$ cat config.mk
export PLATFORM = sky130hd
export DESIGN_NAME = vid_stream_mux_sync
export DESIGN_NICKNAME = d
export VERILOG_FILES = /design/src/rtl/vid_stream_mux_sync.sv
export SDC_FILE = /design/constraint.sdc
export NUM_CORES = 1
export LEC_CHECK = 0
export ABC_AREA = 1
export CAP_MARGIN = 20
export CORE_UTILIZATION = 43
export CTS_CLUSTER_DIAMETER = 60
export DETAILED_ROUTE_END_ITERATION = 8
export GPL_TIMING_DRIVEN = 0
export HOLD_SLACK_MARGIN = 0.02
export PLACE_DENSITY_LB_ADDON = 0.08
export SLEW_MARGIN = 20
export SYNTH_ARGS = -nofsm -noshare
export SYNTH_HDL_FRONTEND = slang
export SYNTH_SLANG_ARGS = --single-unit
$ cat constraint.sdc
create_clock -name clk -period 2.4 [get_ports clk]
set_clock_uncertainty 0.1 [all_clocks]
set_input_delay 0.36 -clock clk [delete_from_list [all_inputs] [get_ports clk]]
set_output_delay 0.36 -clock clk [all_outputs]
set_load 0.005 [all_outputs]
$ cat src/rtl/vid_stream_mux_sync.sv
// Registered N-channel video selector. Source changes are deferred to the
// active channel's frame boundary, with a watchdog forcing stalled switches.
module vid_stream_mux_sync #(
  parameter int N           = 3,
  parameter int PIX_W       = 24,
  parameter int SEL_W       = $clog2(N),
  parameter int INIT_SEL    = 0,
  parameter int VS_ACTIVE   = 1,
  parameter int TIMEOUT_CYC = 2000000
) (
  input  logic               clk,
  input  logic               rst,
  input  logic [N*PIX_W-1:0] pixel_in,
  input  logic [N-1:0]       h_sync_in,
  input  logic [N-1:0]       v_sync_in,
  input  logic [N-1:0]       de_in,
  input  logic [SEL_W-1:0]   sel,
  input  logic               force_black,
  output logic [PIX_W-1:0]   pixel_out,
  output logic               h_sync_out,
  output logic               v_sync_out,
  output logic               de_out,
  output logic [SEL_W-1:0]   active_sel,
  output logic               switch_pending,
  output logic               switch_timeout,
  output logic               sel_err
);

  localparam int               CNT_W    = $clog2(TIMEOUT_CYC);
  localparam logic [CNT_W-1:0] CNT_LAST = CNT_W'(TIMEOUT_CYC - 1);
  localparam logic [CNT_W-1:0] CNT_MAX  = '1;
  localparam logic [SEL_W-1:0] INIT_IDX = SEL_W'(INIT_SEL);
  localparam logic             VS_LVL   = (VS_ACTIVE != 0);

  typedef enum logic {
    LOCKED  = 1'b0,
    PENDING = 1'b1
  } state_t;

  state_t             state_reg, state_next;
  logic [SEL_W-1:0]   sel_q_reg;
  logic [SEL_W-1:0]   active_reg, active_next;
  logic [SEL_W-1:0]   target_reg, target_next;
  logic [CNT_W-1:0]   cnt_reg, cnt_next;
  logic               vs_prev_reg, vs_prev_next;
  logic               timeout_reg, timeout_next;

  logic [PIX_W-1:0]   pixel_reg;
  logic               h_sync_reg;
  logic               v_sync_reg;
  logic               de_reg;

  logic [PIX_W-1:0]   pix_ch [N];
  logic               sel_valid;
  logic               vs_act;
  logic               vs_tgt;
  logic               vs_edge;

  generate
    for (genvar gi = 0; gi < N; gi++) begin : g_split
      assign pix_ch[gi] = pixel_in[gi*PIX_W +: PIX_W];
    end
  endgenerate

  assign sel_valid = (int'(sel_q_reg) < N);
  assign vs_act    = v_sync_in[active_reg];
  assign vs_tgt    = v_sync_in[target_reg];
  assign vs_edge   = (vs_act == VS_LVL) && (vs_prev_reg != VS_LVL);

  // Next-state logic; cancel has priority over a frame edge, edge over timeout.
  always_comb begin
    state_next   = state_reg;
    active_next  = active_reg;
    target_next  = target_reg;
    cnt_next     = cnt_reg;
    vs_prev_next = vs_act;
    timeout_next = 1'b0;

    case (state_reg)
      LOCKED: begin
        cnt_next = '0;
        if (sel_valid && (sel_q_reg != active_reg)) begin
          target_next = sel_q_reg;
          state_next  = PENDING;
        end
      end
      PENDING: begin
        if (sel_valid && (sel_q_reg == active_reg)) begin
          state_next = LOCKED;
          cnt_next   = '0;
        end else if (vs_edge || (cnt_reg == CNT_LAST)) begin
          active_next  = target_reg;
          vs_prev_next = vs_tgt;
          timeout_next = !vs_edge;
          state_next   = LOCKED;
          cnt_next     = '0;
        end else begin
          if (sel_valid) begin
            target_next = sel_q_reg;
          end
          if (cnt_reg != CNT_MAX) begin
            cnt_next = cnt_reg + 1'b1;
          end
        end
      end
      default: begin
        state_next = LOCKED;
        cnt_next   = '0;
      end
    endcase
  end

  always_ff @(posedge clk) begin
    if (rst) begin
      state_reg   <= LOCKED;
      sel_q_reg   <= INIT_IDX;
      active_reg  <= INIT_IDX;
      target_reg  <= INIT_IDX;
      cnt_reg     <= '0;
      vs_prev_reg <= v_sync_in[INIT_IDX];
      timeout_reg <= 1'b0;
      pixel_reg   <= '0;
      h_sync_reg  <= 1'b0;
      v_sync_reg  <= 1'b0;
      de_reg      <= 1'b0;
    end else begin
      state_reg   <= state_next;
      sel_q_reg   <= sel;
      active_reg  <= active_next;
      target_reg  <= target_next;
      cnt_reg     <= cnt_next;
      vs_prev_reg <= vs_prev_next;
      timeout_reg <= timeout_next;
      // Whole output word is taken from one channel index, so no mixing.
      pixel_reg   <= force_black ? '0 : pix_ch[active_reg];
      h_sync_reg  <= h_sync_in[active_reg];
      v_sync_reg  <= v_sync_in[active_reg];
      de_reg      <= de_in[active_reg];
    end
  end

  assign pixel_out      = pixel_reg;
  assign h_sync_out     = h_sync_reg;
  assign v_sync_out     = v_sync_reg;
  assign de_out         = de_reg;
  assign active_sel     = active_reg;
  assign switch_pending = (state_reg == PENDING);
  assign switch_timeout = timeout_reg;
  assign sel_err        = !sel_valid;

endmodule

* Yosys cells after proc, flatten, opt, wreduce, memory -nomap -nowiden *
Cells that the tools add are included.

cells by class
  add/sub/neg operators = 1
  order comparisons = 4
  equality and inequality tests = 9
  muxes and demuxes = 28
  bitwise operators = 5
  reductions and logical operators = 10

operator list
  operator                                                                      count
  21-bit two-way mux                                                            3
  24-bit binary-select mux with 2-bit select                                    1
  24-bit two-way mux                                                            2
  21-bit one-hot mux with 2 select lines                                        1
  21-bit by 1-bit adder with 21-bit output, second input constant               1
  21-bit equality test, second input constant                                   1
  21-bit inequality test, second input constant                                 1
  1-bit two-way mux                                                             11
  1-bit binary-select mux with 2-bit select                                     4
  2-bit two-way mux                                                             4
  2-bit by 3-bit less-than comparator with 1-bit output, second input constant  2
  2-bit inequality test, second input constant                                  3
  4-bit by 1-bit inequality test with 1-bit output, second input constant       1
  1-bit inverter                                                                4
  2-bit one-hot mux with 2 select lines                                         1
  4-bit AND reduction                                                           1
  4-bit OR reduction                                                            1
  3-bit >= comparator, second input constant                                    1
  1-bit logical AND                                                             3
  2-bit inverter with 3-bit output                                              1
  3-bit AND reduction                                                           1
  2-bit equality test                                                           1
  1-bit logical NOT                                                             2
  2-bit less-than comparator, second input constant                             1
  other kinds (5)                                                               5

storage, ports and cells
  register bits after elaboration = 57
  bits of input ports = 86
  word-level logic and storage cells = 68

* Depth between registers and ports, before layout *
Gate-level depths: netlist (run 1).

  word-level depth = 8
  depth in mapped cells = 12
  gate-level depth less buffers = 11

* Worst setup path after synthesis (run 1) *
No wires, ideal clock.

  kind = reg2reg
  start point = reg cnt_reg[0]
  end point = reg active_reg[0], in the netlist active_sel[0]
  arrival time = 1.490 ns
  slack = 0.682 ns
  cell stages (with the launch flop) = 9
  path through = dfxtp_1 > ha_1 > nand3_1 > nor2_1 > nand3_1 > nand2_2 > nand2_1 > o21ai_0 > a21oi_1

between the ends
  longest elaborated chain between the ends = 3

RTL lines
  item                                  line  source
  start: declaration                    44    logic [CNT_W-1:0] cnt_reg, cnt_next;
  start signal: assignment              131   cnt_reg <= cnt_next;
  21-bit equality test                  91    end else if (vs_edge || (cnt_reg == CNT_LAST)) begin
  1-bit logical OR                      91
  3-bit AND reduction (no source line)  -
  end signal: assignment                129   active_reg <= active_next;
  end: declaration                      42    logic [SEL_W-1:0] active_reg, active_next;

Every way passes these cells.
A chain may end at the register's enable or synchronous reset.

* Worst setup path in the final report (run 1) *
  start point = reg cnt_reg[0]
  end point = reg cnt_reg[18]

between the ends
  longest elaborated chain between the ends = 5

RTL lines
  item                                                                                     line     source
  21-bit by 1-bit adder with 21-bit output / 21-bit equality test (equally long branches)  102, 91
  21-bit two-way mux / 1-bit logical OR (equally long branches)                            101, 91
  21-bit two-way mux                                                                       91
  21-bit two-way mux                                                                       88       if (sel_valid && (sel_q_reg == active_reg)) begin
  21-bit one-hot mux with 2 select lines                                                   79       case (state_reg)

Parallel ways exist; a longest one is shown, timed or not. The select of a mux whose other input is x is not followed.

==> impl_metrics.ini, run 1 <==
[clocking]
h-tree-depth = 3
cts-root-buf = clkbuf_8
cts_tree = yes
post_cts_buffers = 0
holdBufCountCts = 0
clk_latency_ns = 0.34
clk_path_buf_depth = 2
clock-sinks = 57
numCtsBuffers = 9
clkTransAtPathRegs_ns = 0.06
post_cts_resized = 0

[global_routing]
grtUsageTotal_pct = 25.38
grt_max_degree = 11
grt_antenna_before_repair = 0
grt_pass1_wl_microns = 14060
grt-ovfl-total = 0
grt_pass1_vias = 3009

[floorplanning]
design.core.area_sq_um = 6422
ios = 118
dieArea_sq_um = 7069
rows = 29
start_util_pct = 45.10
fp.dieH_microns = 84.08
die_w_microns = 84.08

[finish]
nets = 667
antenna_cells = 0
area_growth_pct = 49.03
seq_area_sq_um = 1141
final.fill_count = 595
largest_reg_flops = 24
fin_cells = 660
multi_input_area_sq_um = 1513
drive_gt1_share_pct = 4.631
final_area_sq_um = 4317

[synth]
syn_nets = 540
synth.top_cell.area_share_pct = 39.40
synth.avg_cell_area_sq_um = 6.394
yosys-top-cells-area = dfxtp_1 (39%), nor2_1 (13%), nand2_1 (13%)
yosys.area.top_type = dfxtp_1
netlist_instances = 453
yosysWarnings = 0
yosysUniqueCellTypes = 29
async_flop_share_pct = 0
synth_area_sq_um = 2897
synth_seq_cells = 57
synth_ff_type = dfxtp_1
synth_edf_count = 0
ys_seq_area_share_pct = 39.40

[pwr]
power_density_nw_per_um2 = 505.3
power_switching_mw = 0.5440
switching_share_pct = 24.94
p_total_mw = 2.181
power_leakage_nw = 1.710
p_seq_share_pct = 45.8
p_comb_share_pct = 18.0
pwr-share-clk_pct = 36.2
internal-power_mw = 1.637
peakVddDrop_mv = 0.2824

[setup_path]
cp.required_ns = 2.54
cp-start-kind = register
critPathMaxFanout = 10
path_class = reg2reg
crit_path_end_kind = register
arrival_ns = 2.27

[drt]
vias = 3287
wl_per_cell_microns = 13.17
final_antenna_net_count = 0
vias_per_cell = 4.980
drt_pass1_iterations = 8
drt_wl_total_microns = 8695
drc_errors = 14
drtIter0Drc = 257

[sta]
tightest_slew_ns = 0.5001
holdWs_ns = 0.3155
post-route-period-util_pct = 89.03
drv_slew = 0
rsz0062_at_grt = false
fmax_mhz = 468.0
setup_viol = 0
hold_viol = 0
fin_crit_ns = 2.137
tns_ns = 0
slew_headroom_pct = 66.66

[placed_design]
globalplace.congestion = 0.9346
port_buffers = 116
dp_cells = 646
place_area_sq_um = 4154
hpwl_microns = 6589

[hold_path]
min_path_type = in2reg

[run_status]
violations = DRC
status = finished, violations left

[flow_run]
maxCapViolCount = 0
[routing by layer]
layer	GRT usage, %	wire, microns	vias up
met5	0	0	-
met4	10.97	177	0
met3	6.528	629	16
met2	41.65	4164	117
met1	31.37	3724	1450
li1	-	-	1704
[Yosys cell counts, types with 2 or more instances]
master    count
nand2_2       2
nand2_1      98
nand4_1       7
nor3_1        9
buf_2         2
dfxtp_1      57
buf_6         2
nand3_1      26
xnor2_1       2
xor2_1        4
o21ai_0      30
clkbuf_1     11
inv_2         5
inv_1        37
a21oi_1      44
nor2_1      103
buf_1         2
[cells in the final DEF (no fill, tap or decap), types with 2 or more instances in the layout]
cell	n
nand3_1	26
buf_1	2
o21ai_0	30
nand4_1	7
buf_6	2
nor2_1	103
clkbuf_8	11
nand2_2	2
inv_2	5
clkdlybuf4s50_1	116
buf_2	2
inv_1	37
nor3_1	9
a21oi_1	44
dfxtp_1	57
xnor2_1	2
clkbuf_1	14
nand2_1	98
xor2_1	4
[critical path: stages (launching register included)]
cell and delay (ns):
dfxtp_1 0.39, ha_1 0.26, nand3_1 0.23, nor2_1 0.22
nand3_1 0.12, nand2_2 0.19, nor2_1 0.12, nand2_1 0.22
nor2_1 0.08, nand2_1 0.07, inv_1 0.03
[cell type report]
type | count | area share (%)
multi-input combinational | 336 | 35.04
timing repair buffer | 116 | 26.90
sequential | 57 | 26.43
clock buffer | 14 | 3.768
inverter | 43 | 3.739
tap | 77 | 2.232
buffer | 17 | 1.884
[metrics by stage]
stage / util, % / worst slack (ns)
finish: 67.21 / 0.2632
detailed placement: 64.68 / 0.2453
global placement: 64.68 / 0.2395
floorplan: - / 0.6819
global route: 67.21 / 0.1126
CTS: 67.21 / 0.2863
[power groups by stage]
stage	sequential, mW	clock, mW	combinational [mW]
final	0.999	0.789	0.393
after global routing	1.00	0.848	0.434
after CTS	0.999	0.805	0.395
after detailed placement	1.02	0	0.392
after global placement	1.02	0	0.388
after floorplan	1.02	0	0.152
[final timing paths]
kind / start / end / slack (ns) / cells after the start
hold / removal: rst / de_out / 0.32 / 2
setup / recovery: cnt_reg[0] / cnt_reg[18] / 0.26 / 10
setup reg to reg: cnt_reg[0] / cnt_reg[18] / 0.26 / 10
hold reg to reg: cnt_reg[3] / cnt_reg[3] / 0.39 / 2
[cells by family after synthesis]
| logic type | count (synthesis) | share of synthesized area [%] |
|---|---|---|
| AOI/OAI and AO/OA | 78 | 13.74 |
| adders and majority gates | 1 | 0.4319 |
| xor gates and xnor gates | 6 | 1.814 |
| and+or+nand+nor | 251 | 36.24 |
| DFF | 57 | 39.40 |
| buffers and inverters | 60 | 8.380 |
(Power assumes the default switching activity.)
==> inputs of run 2 (changes only) <==
--- a/config.mk
+++ b/config.mk
@@ -7,10 +7,9 @@
 export LEC_CHECK = 0
 export ABC_AREA = 1
 export CAP_MARGIN = 20
-export CORE_UTILIZATION = 43
+export CORE_UTILIZATION = 25
 export CTS_CLUSTER_DIAMETER = 60
 export DETAILED_ROUTE_END_ITERATION = 8
-export GPL_TIMING_DRIVEN = 0
 export HOLD_SLACK_MARGIN = 0.02
 export PLACE_DENSITY_LB_ADDON = 0.08
 export SLEW_MARGIN = 20
==> run 2 against run 1 <==
- core utilization shrank 26 points
- routed wire length grew 15%
- die area grew 70%
- final area grew 5.0%
- via count shrank 0.46%
- highest routed layer unchanged
- largest power group is now the clock network
- first-iteration DRC count shrank 9.7%
- the run now ends clean
- final cell count grew 8.5%
- sequential power is essentially flat
==> impl_metrics.ini, run 2 (synthesis results as in run 1) <==
[pwr]
power_density_nw_per_um2 = 612.9
power_leakage_nw = 1.787
peakVddDrop_mv = 0.3579

[floorplanning]
ios = 118
rows = 38
die_w_microns = 109.6
fp.dieH_microns = 109.6
dieArea_sq_um = 12020
start_util_pct = 26.15
design.core.area_sq_um = 11080

[sta]
slew_headroom_pct = 65.36
tightest_slew_ns = 0.5195
fmax_mhz = 485.9
setup_viol = 0
rsz0062_at_grt = false
fin_crit_ns = 2.058
post-route-period-util_pct = 85.74
holdWs_ns = 0.4012
setup_slack_ns = 0.3422
hold_viol = 0
tns_ns = 0
drv_slew = 0

[drt]
drtIter0Drc = 232
final_antenna_net_count = 0
drc_errors = 0
vias = 3272
drt_wl_total_microns = 10010
drt_pass1_iterations = 5
vias_per_cell = 4.570
wl_per_cell_microns = 13.98

[setup_path]
cp.required_ns = 1.94
crit_path_end_kind = primary output
arrival_ns = 1.60
critPathMaxFanout = 8
path_class = reg2out
cp-start-kind = register

[clocking]
cts_tree = yes
post_cts_resized = 0
clock-sinks = 57
numCtsBuffers = 9
clk_latency_ns = 0.33
cts-root-buf = clkbuf_16
h-tree-depth = 3
holdBufCountCts = 0
clkTransAtPathRegs_ns = 0.05
post_cts_buffers = 0
clk_path_buf_depth = 2

[placed_design]
hpwl_microns = 7511
pre_cts_ws_ns = 0.3320
globalplace.congestion = 0.8390
port_buffers = 117

[global_routing]
grt_max_degree = 28
grt_pass1_wl_microns = 16000
grt-ovfl-total = 0
grt_antenna_before_repair = 0
grtUsageTotal_pct = 18.07
grt_pass1_vias = 3233

[finish]
largest_reg_flops = 24
drive_gt1_share_pct = 5.729
antenna_cells = 0
nets = 659
mostFrequentLayoutCells = clkdlybuf4s50_1 (117), nor2_1 (103), nand2_1 (98), dfxtp_1 (57), a21oi_1 (44)
final_common_cell = clkdlybuf4s50_1
area_growth_pct = 56.50

[run_status]
status = finished clean

[flow_run]
maxCapViolCount = 0

[hold_path]
min_path_type = reg2reg
run 2: cell count changes in the layout (fill, tap and decap cells not counted), sizes merged:
cell | previous run | this run
clkinv | 1 | 2
clkbuf | 25 | 12
bufinv | 0 | 2
clkdlybuf4s50 | 116 | 117
buf | 6 | 8
run 2: path summary, 6_finish.rpt:
check	start	to	slack, ns	depth (start not counted)
max	active_sel[0]	active_sel[0]	0.34	2
min reg2reg	cnt_reg[3]	cnt_reg[3]	0.40	2
min	cnt_reg[3]	cnt_reg[3]	0.40	2
max reg2reg	cnt_reg[0]	cnt_reg[18]	0.39	11
run 2: layer usage:
metal	vias up	share of wire, %	GRT usage, %
li1	1690	-	-
met1	1426	41	20.03
met2	147	45	28.44
met3	9	13	11.08
met4	0	1.3	6.000
met5	-	0	0
run 2: power by group:
part           internal (mW)  switching (mW)  total [mW]
logic                  0.231           0.157       0.387
clock network          0.930           0.452        1.38
registers              0.986          0.0236        1.01
run 2: area by class of cell:
type	count	area [sq um]
clock buffer	12	246.5
clock inverter	3	65.06
fill	1164	6545
inverter	43	161.4
multi-input combinational	336	1513
sequential	57	1141
tap	140	175.2
timing repair buffer	125	1231
run 2: critical path, cell delays in order, from the launching register on:
cell and delay [ns]:
dfxtp_1 0.52, buf_4 0.23, clkdlybuf4s50_1 0.51
run 2: per-stage QoR:
step	instance area, sq um	util [%]	std cells	total power [mW]
floorplan	2897	-	453	1.175
global placement	4222	38.11	701	1.419
detailed placement	4222	38.11	701	1.421
CTS	4533	40.92	716	2.824
global route	4533	40.92	716	2.899
finish	4533	40.92	716	2.778
